[src/rtl/fpu_8_pkg.sv]
// Shared types and constants for the 8-bit FPU issue sequencer.
package fpu_8_pkg;

    typedef enum logic [1:0] {
        IDLE  = 2'd0,
        ISSUE = 2'd1,
        WAIT  = 2'd2,
        RESP  = 2'd3
    } fsm_state_t;

    localparam int REQ_W = 19;

    // Field order matches the packing used at the FIFO write port.
    typedef struct packed {
        logic [7:0] op_a;
        logic [7:0] op_b;
        logic [1:0] operation;
        logic       round_mode;
    } req_t;

endpackage

[src/rtl/fpu_8_req_fifo.sv]
// Parameterised synchronous request FIFO with full/empty/count status.
module fpu_8_req_fifo
    import fpu_8_pkg::*;
#(
    parameter int WIDTH = REQ_W,
    parameter int DEPTH = 4
) (
    input  logic                     clock,
    input  logic                     reset,
    input  logic                     push,
    input  logic [WIDTH-1:0]         push_data,
    input  logic                     pop,
    output logic [WIDTH-1:0]         pop_data,
    output logic                     full,
    output logic                     empty,
    output logic [$clog2(DEPTH):0]   count
);

    localparam int AW = $clog2(DEPTH);
    localparam logic [AW-1:0] PTR_ONE   = AW'(1);
    localparam logic [AW:0]   CNT_ONE   = (AW + 1)'(1);
    localparam logic [AW:0]   CNT_DEPTH = (AW + 1)'(DEPTH);

    logic [WIDTH-1:0] mem [DEPTH];
    logic [AW-1:0]    wr_ptr;
    logic [AW-1:0]    rd_ptr;

    assign pop_data = mem[rd_ptr];
    assign full     = (count == CNT_DEPTH);
    assign empty    = (count == '0);

    // Pointers are exactly log2(DEPTH) wide so they wrap without extra logic.
    always_ff @(posedge clock) begin
        if (reset) begin
            wr_ptr <= '0;
            rd_ptr <= '0;
            count  <= '0;
            for (int i = 0; i < DEPTH; i++) begin
                mem[i] <= '0;
            end
        end else begin
            if (push) begin
                mem[wr_ptr] <= push_data;
                wr_ptr      <= wr_ptr + PTR_ONE;
            end
            if (pop) begin
                rd_ptr <= rd_ptr + PTR_ONE;
            end
            case ({push, pop})
                2'b10:   count <= count + CNT_ONE;
                2'b01:   count <= count - CNT_ONE;
                default: count <= count;
            endcase
        end
    end

endmodule

[src/rtl/fpu_8_issue.sv]
// Request-buffering issue sequencer in front of the 8-bit FPU.
// Optional feature macro: FPU8_STICKY_EXC_EN adds STICKY_EXC and EXC_COUNT.
module fpu_8_issue
    import fpu_8_pkg::*;
#(
    parameter int DEPTH       = 4,
    parameter int FPU_LATENCY = 1
) (
    input  logic        FP_CLK,
    input  logic        FP_RST,
    input  logic        REQ_VALID,
    output logic        REQ_READY,
    input  logic [7:0]  REQ_OP_A,
    input  logic [7:0]  REQ_OP_B,
    input  logic [1:0]  REQ_OPERATION,
    input  logic        REQ_ROUND_MODE,
    output logic        FPU_START,
    output logic [7:0]  FPU_OP_A,
    output logic [7:0]  FPU_OP_B,
    output logic [1:0]  FPU_OPERATION,
    output logic        FPU_ROUND_MODE,
    input  logic [7:0]  FPU_RESULT,
    input  logic        FPU_IS_EXCEPTION,
    input  logic [2:0]  FPU_EXCEPTION,
    output logic        RSP_VALID,
    input  logic        RSP_READY,
    output logic [7:0]  RSP_RESULT,
    output logic        RSP_IS_EXCEPTION,
    output logic [2:0]  RSP_EXCEPTION,
`ifdef FPU8_STICKY_EXC_EN
    output logic [2:0]  STICKY_EXC,
    output logic [7:0]  EXC_COUNT,
`endif
    output logic        BUSY
);

    localparam logic [2:0] LAT_INIT = 3'(FPU_LATENCY - 1);

    fsm_state_t             state;
    fsm_state_t             state_next;
    logic [2:0]             lat_cnt;
    logic [2:0]             lat_cnt_next;
    logic                   fifo_push;
    logic                   fifo_pop;
    logic                   fifo_full;
    logic                   fifo_empty;
    logic [$clog2(DEPTH):0] fifo_count;
    logic [REQ_W-1:0]       fifo_rd_data;
    req_t                   head;
    logic                   capture;

    assign fifo_push = REQ_VALID && !fifo_full;
    assign REQ_READY = !fifo_full;
    assign BUSY      = (fifo_count != '0) || (state != IDLE);
    assign head      = fifo_rd_data;

    fpu_8_req_fifo #(
        .WIDTH (REQ_W),
        .DEPTH (DEPTH)
    ) u_req_fifo (
        .clock     (FP_CLK),
        .reset     (FP_RST),
        .push      (fifo_push),
        .push_data ({REQ_OP_A, REQ_OP_B, REQ_OPERATION, REQ_ROUND_MODE}),
        .pop       (fifo_pop),
        .pop_data  (fifo_rd_data),
        .full      (fifo_full),
        .empty     (fifo_empty),
        .count     (fifo_count)
    );

    always_comb begin
        state_next   = state;
        lat_cnt_next = lat_cnt;
        fifo_pop     = 1'b0;
        capture      = 1'b0;
        case (state)
            IDLE: begin
                if (!fifo_empty) begin
                    fifo_pop   = 1'b1;
                    state_next = ISSUE;
                end
            end
            ISSUE: begin
                lat_cnt_next = LAT_INIT;
                state_next   = WAIT;
            end
            WAIT: begin
                if (lat_cnt == 3'd0) begin
                    capture    = 1'b1;
                    state_next = RESP;
                end else begin
                    lat_cnt_next = lat_cnt - 3'd1;
                end
            end
            RESP: begin
                if (RSP_READY) begin
                    state_next = IDLE;
                end
            end
            default: state_next = IDLE;
        endcase
    end

    // START and VALID are registered from the next state so they line up
    // exactly with the ISSUE and RESP states.
    always_ff @(posedge FP_CLK) begin
        if (FP_RST) begin
            state            <= IDLE;
            lat_cnt          <= '0;
            FPU_START        <= 1'b0;
            FPU_OP_A         <= '0;
            FPU_OP_B         <= '0;
            FPU_OPERATION    <= '0;
            FPU_ROUND_MODE   <= 1'b0;
            RSP_VALID        <= 1'b0;
            RSP_RESULT       <= '0;
            RSP_IS_EXCEPTION <= 1'b0;
            RSP_EXCEPTION    <= '0;
        end else begin
            state     <= state_next;
            lat_cnt   <= lat_cnt_next;
            FPU_START <= (state_next == ISSUE);
            RSP_VALID <= (state_next == RESP);
            if (fifo_pop) begin
                FPU_OP_A       <= head.op_a;
                FPU_OP_B       <= head.op_b;
                FPU_OPERATION  <= head.operation;
                FPU_ROUND_MODE <= head.round_mode;
            end
            if (capture) begin
                RSP_RESULT       <= FPU_RESULT;
                RSP_IS_EXCEPTION <= FPU_IS_EXCEPTION;
                RSP_EXCEPTION    <= FPU_EXCEPTION;
            end
        end
    end

`ifdef FPU8_STICKY_EXC_EN
    always_ff @(posedge FP_CLK) begin
        if (FP_RST) begin
            STICKY_EXC <= '0;
            EXC_COUNT  <= '0;
        end else if (capture && FPU_IS_EXCEPTION) begin
            STICKY_EXC <= STICKY_EXC | FPU_EXCEPTION;
            if (EXC_COUNT != 8'hFF) begin
                EXC_COUNT <= EXC_COUNT + 8'd1;
            end
        end
    end
`endif

endmodule

[config.mk]
export PLATFORM = sky130hd
export DESIGN_NAME = fpu_8_issue
export DESIGN_NICKNAME = d
export VERILOG_FILES = /design/src/rtl/fpu_8_pkg.sv /design/src/rtl/fpu_8_req_fifo.sv /design/src/rtl/fpu_8_issue.sv
export SDC_FILE = /design/constraint.sdc
export NUM_CORES = 1
export LEC_CHECK = 0
export BUFFER_PORTS_ARGS = -buffer_cell sky130_fd_sc_hd__buf_2
export CORE_MARGIN = 2
export CORE_UTILIZATION = 25
export DETAILED_ROUTE_END_ITERATION = 16
export PLACE_DENSITY_LB_ADDON = 0.12
export SYNTH_ARGS = -nofsm -noshare
export SYNTH_HDL_FRONTEND = slang
export SYNTH_SLANG_ARGS = --single-unit
export TNS_END_PERCENT = 5
[constraint.sdc]
create_clock -name FP_CLK -period 5 [get_ports FP_CLK]
set_input_delay 0.5 -clock FP_CLK [delete_from_list [all_inputs] [get_ports FP_CLK]]
set_output_delay 0.5 -clock FP_CLK [all_outputs]
set_load 0.02 [all_outputs]
==> flow_summary.ini <==
[clocking]
clk_pin_slew_ps = 60
cts_buffers = 17
post_cts_buffers = 0
clock-sinks = 121
cts_max_path_buffers = 2
cts_root_buffer = clkbuf_16
cts_tree = yes
cts_resized = 0
ctsHtreeMaxLevel = 4
cts_hold_buf = 0
clock_latency_ps = 410

[global_route]
track_usage = 0.116
grt_max_degree = 36
grt_pass1_vias = 3265
antenna_found_initial = 0
overflow = 0
grt_pass1_wl_um = 18600

[logic_synthesis]
syn_inst = 369
synth_area_per_cell_um2 = 13.9
syn_nets = 408
yosysTopAreaCellShare = 0.446
synthArstFlopShare = 0
synth_flop_cell = edfxtp_1
synthTopCellsByArea = edfxtp_1 45%, dfxtp_1 18%, mux4_2 8.4%, and2_1 8.2%, a22o_1 3.3%
synth_edf_count = 76
ys_types = 46
yosysTopAreaCell = edfxtp_1
ys_seq_elements = 121
syn-cell-area_um2 = 5120
yosysWarnings = 0
yosys-top-cells-count = 76 x edfxtp_1, 67 x and2_1, 45 x dfxtp_1, 25 x nand2_1
synth.most_common_cell = edfxtp_1
ys_seq_area_frac = 0.622

[layout]
utilization = 0.311
layout.nets = 478
insertedDiodeCount = 0
area_delta_synth_final_pct = 22.7
fill_cells = 2042
drive_above_1_share = 0.323

[critical_path]
start_kind = register
r2r_end = u_req_fifo.mem[0][7]
cp_max_fo = 20
crit_type = register to register
worstSetupEndpoint = u_req_fifo.mem[0][7]
worstSetupStartpoint = u_req_fifo.count[0]
arrival_ps = 2660
regToRegSetupSlack_ps = 2370
crit_path_end_kind = register
ff2ff_path_depth = 4
r2r_start = u_req_fifo.count[0]
cp.required_ps = 5030

[timing]
rsz0062_at_grt = false
finClkSkew_ps = 6.76
period_needed_ps = 2630
period_share = 0.526
setup_viol = 0
hold_violations = 0
fmax_ghz = 0.380
fin_tns_setup_ps = 0
maxSlewViolCount = 0
relSlewSlack = 0.206
setup_ws_ps = 2370
worst_slew_pin_slew_ps = 1190

[route]
ant_nets = 0
drt_pre_antenna_iters = 4
wl_per_cell_um = 16.2
wl_um = 11700
vias = 3081
drc = 0
avgViaCountPerCell = 4.27
drt_iter0_markers = 154

[placed_design]
post-place-ws_ps = 1870
place_hpwl_um = 7090
gp_congestion = 0.722
port_buffers = 69

[die]
ios = 70
die_h_um = 147
rows = 52
core_area_um2 = 20200
die_area_um2 = 21600
die_width_um = 147
start_util = 0.254

[job]
max_cap_violations = 0

[min_path]
min_path_type = input pin to register

[power_and_ir_drop]
ir_drop_uv = 245
power.density_nw_per_um2 = 528
leakage_nw = 2.40

[run_status]
status = finished, final reports clean
[power by group]
group          switching [mW]  internal (mW)  total [mW]
Combinational           0.453          0.310       0.764
Clock                   0.443          0.741        1.18
Sequential              0.120           1.25        1.37
Total                    1.02           2.30        3.32
[layout make-up]
cell class / count / area [um^2] / share of cell area
Tap cell: 270 / 338 / 0.0538
Clock buffer: 19 / 443 / 0.0705
Inverter: 6 / 22.5 / 0.00359
Multi-Input combinational cell: 220 / 1790 / 0.285
Timing Repair Buffer: 73 / 375 / 0.0598
Clock inverter: 13 / 129 / 0.0205
Sequential cell: 121 / 3180 / 0.507
[critical path, cell delays in order, from the launching register on]
cell and delay (ps):
dfxtp_1 400, or3b_1 370, nand2_2 80, nor2_2 590, or2_1 790
[registers in the layout (all words and copies together), names as in the netlist, 2 cells and up]
signal             cells
FPU_OPERATION          2
FPU_OP_A               8
FPU_OP_B               8
RSP_EXCEPTION          3
RSP_RESULT             8
lat_cnt                3
state                  2
u_req_fifo.count       3
u_req_fifo.mem        76
u_req_fifo.rd_ptr      2
u_req_fifo.wr_ptr      2
[metrics by stage]
stage,power (mW),cell area (um^2),std cells,hold slack (ps)
CTS,3.37,6280,722,305
global placement,2.16,5710,690,442
finish,3.32,6280,722,320
floorplan,1.92,5120,369,477
global route,3.51,6280,722,310
detailed placement,2.18,5710,690,447
[layer usage]
| layer | vias up | global-route usage | part of all wire |
|---|---|---|---|
| met5 | - | 0 | 0 |
| met3 | 7 | 0.0460 | 0.049 |
| met1 | 1531 | 0.141 | 0.44 |
| li1 | 1476 | - | - |
| met4 | 0 | 0.0375 | 0.010 |
| met2 | 67 | 0.191 | 0.50 |
[worst min path at each step]
stage | from | to | cells after the start
6_report | FPU_RESULT[4] | RSP_RESULT[4] | 3
5_1_grt | FPU_RESULT[4] | RSP_RESULT[4] | 3
4_1_cts | FPU_RESULT[1] | RSP_RESULT[1] | 3
3_5_place_dp | RSP_RESULT[4] | RSP_RESULT[4] | 2
3_3_place_gp | RSP_RESULT[1] | RSP_RESULT[1] | 2
2_1_floorplan | u_req_fifo.count[2] | u_req_fifo.count[2] | 2
[cells in the final DEF (no fill, tap or decap), types with 9 or more instances in the layout]
cell / n
a21oi_1: 19
a22o_1: 19
and2_1: 67
and2_2: 9
buf_2: 69
clkbuf_16: 17
dfxtp_1: 45
edfxtp_1: 76
mux4_2: 19
nand2_1: 25
nor2_1: 10
[logic make-up after synthesis]
logic type,after synthesis,synth area share
AOI/OAI and AO/OA,49,0.0667
adders and majority gates,4,0.0112
muxes,19,0.0836
and+or+nand+nor,142,0.175
xor gates and xnor gates,6,0.0103
buffers and inverters,28,0.0313
DFF,121,0.622
Power figures use the tool's default switching activity.
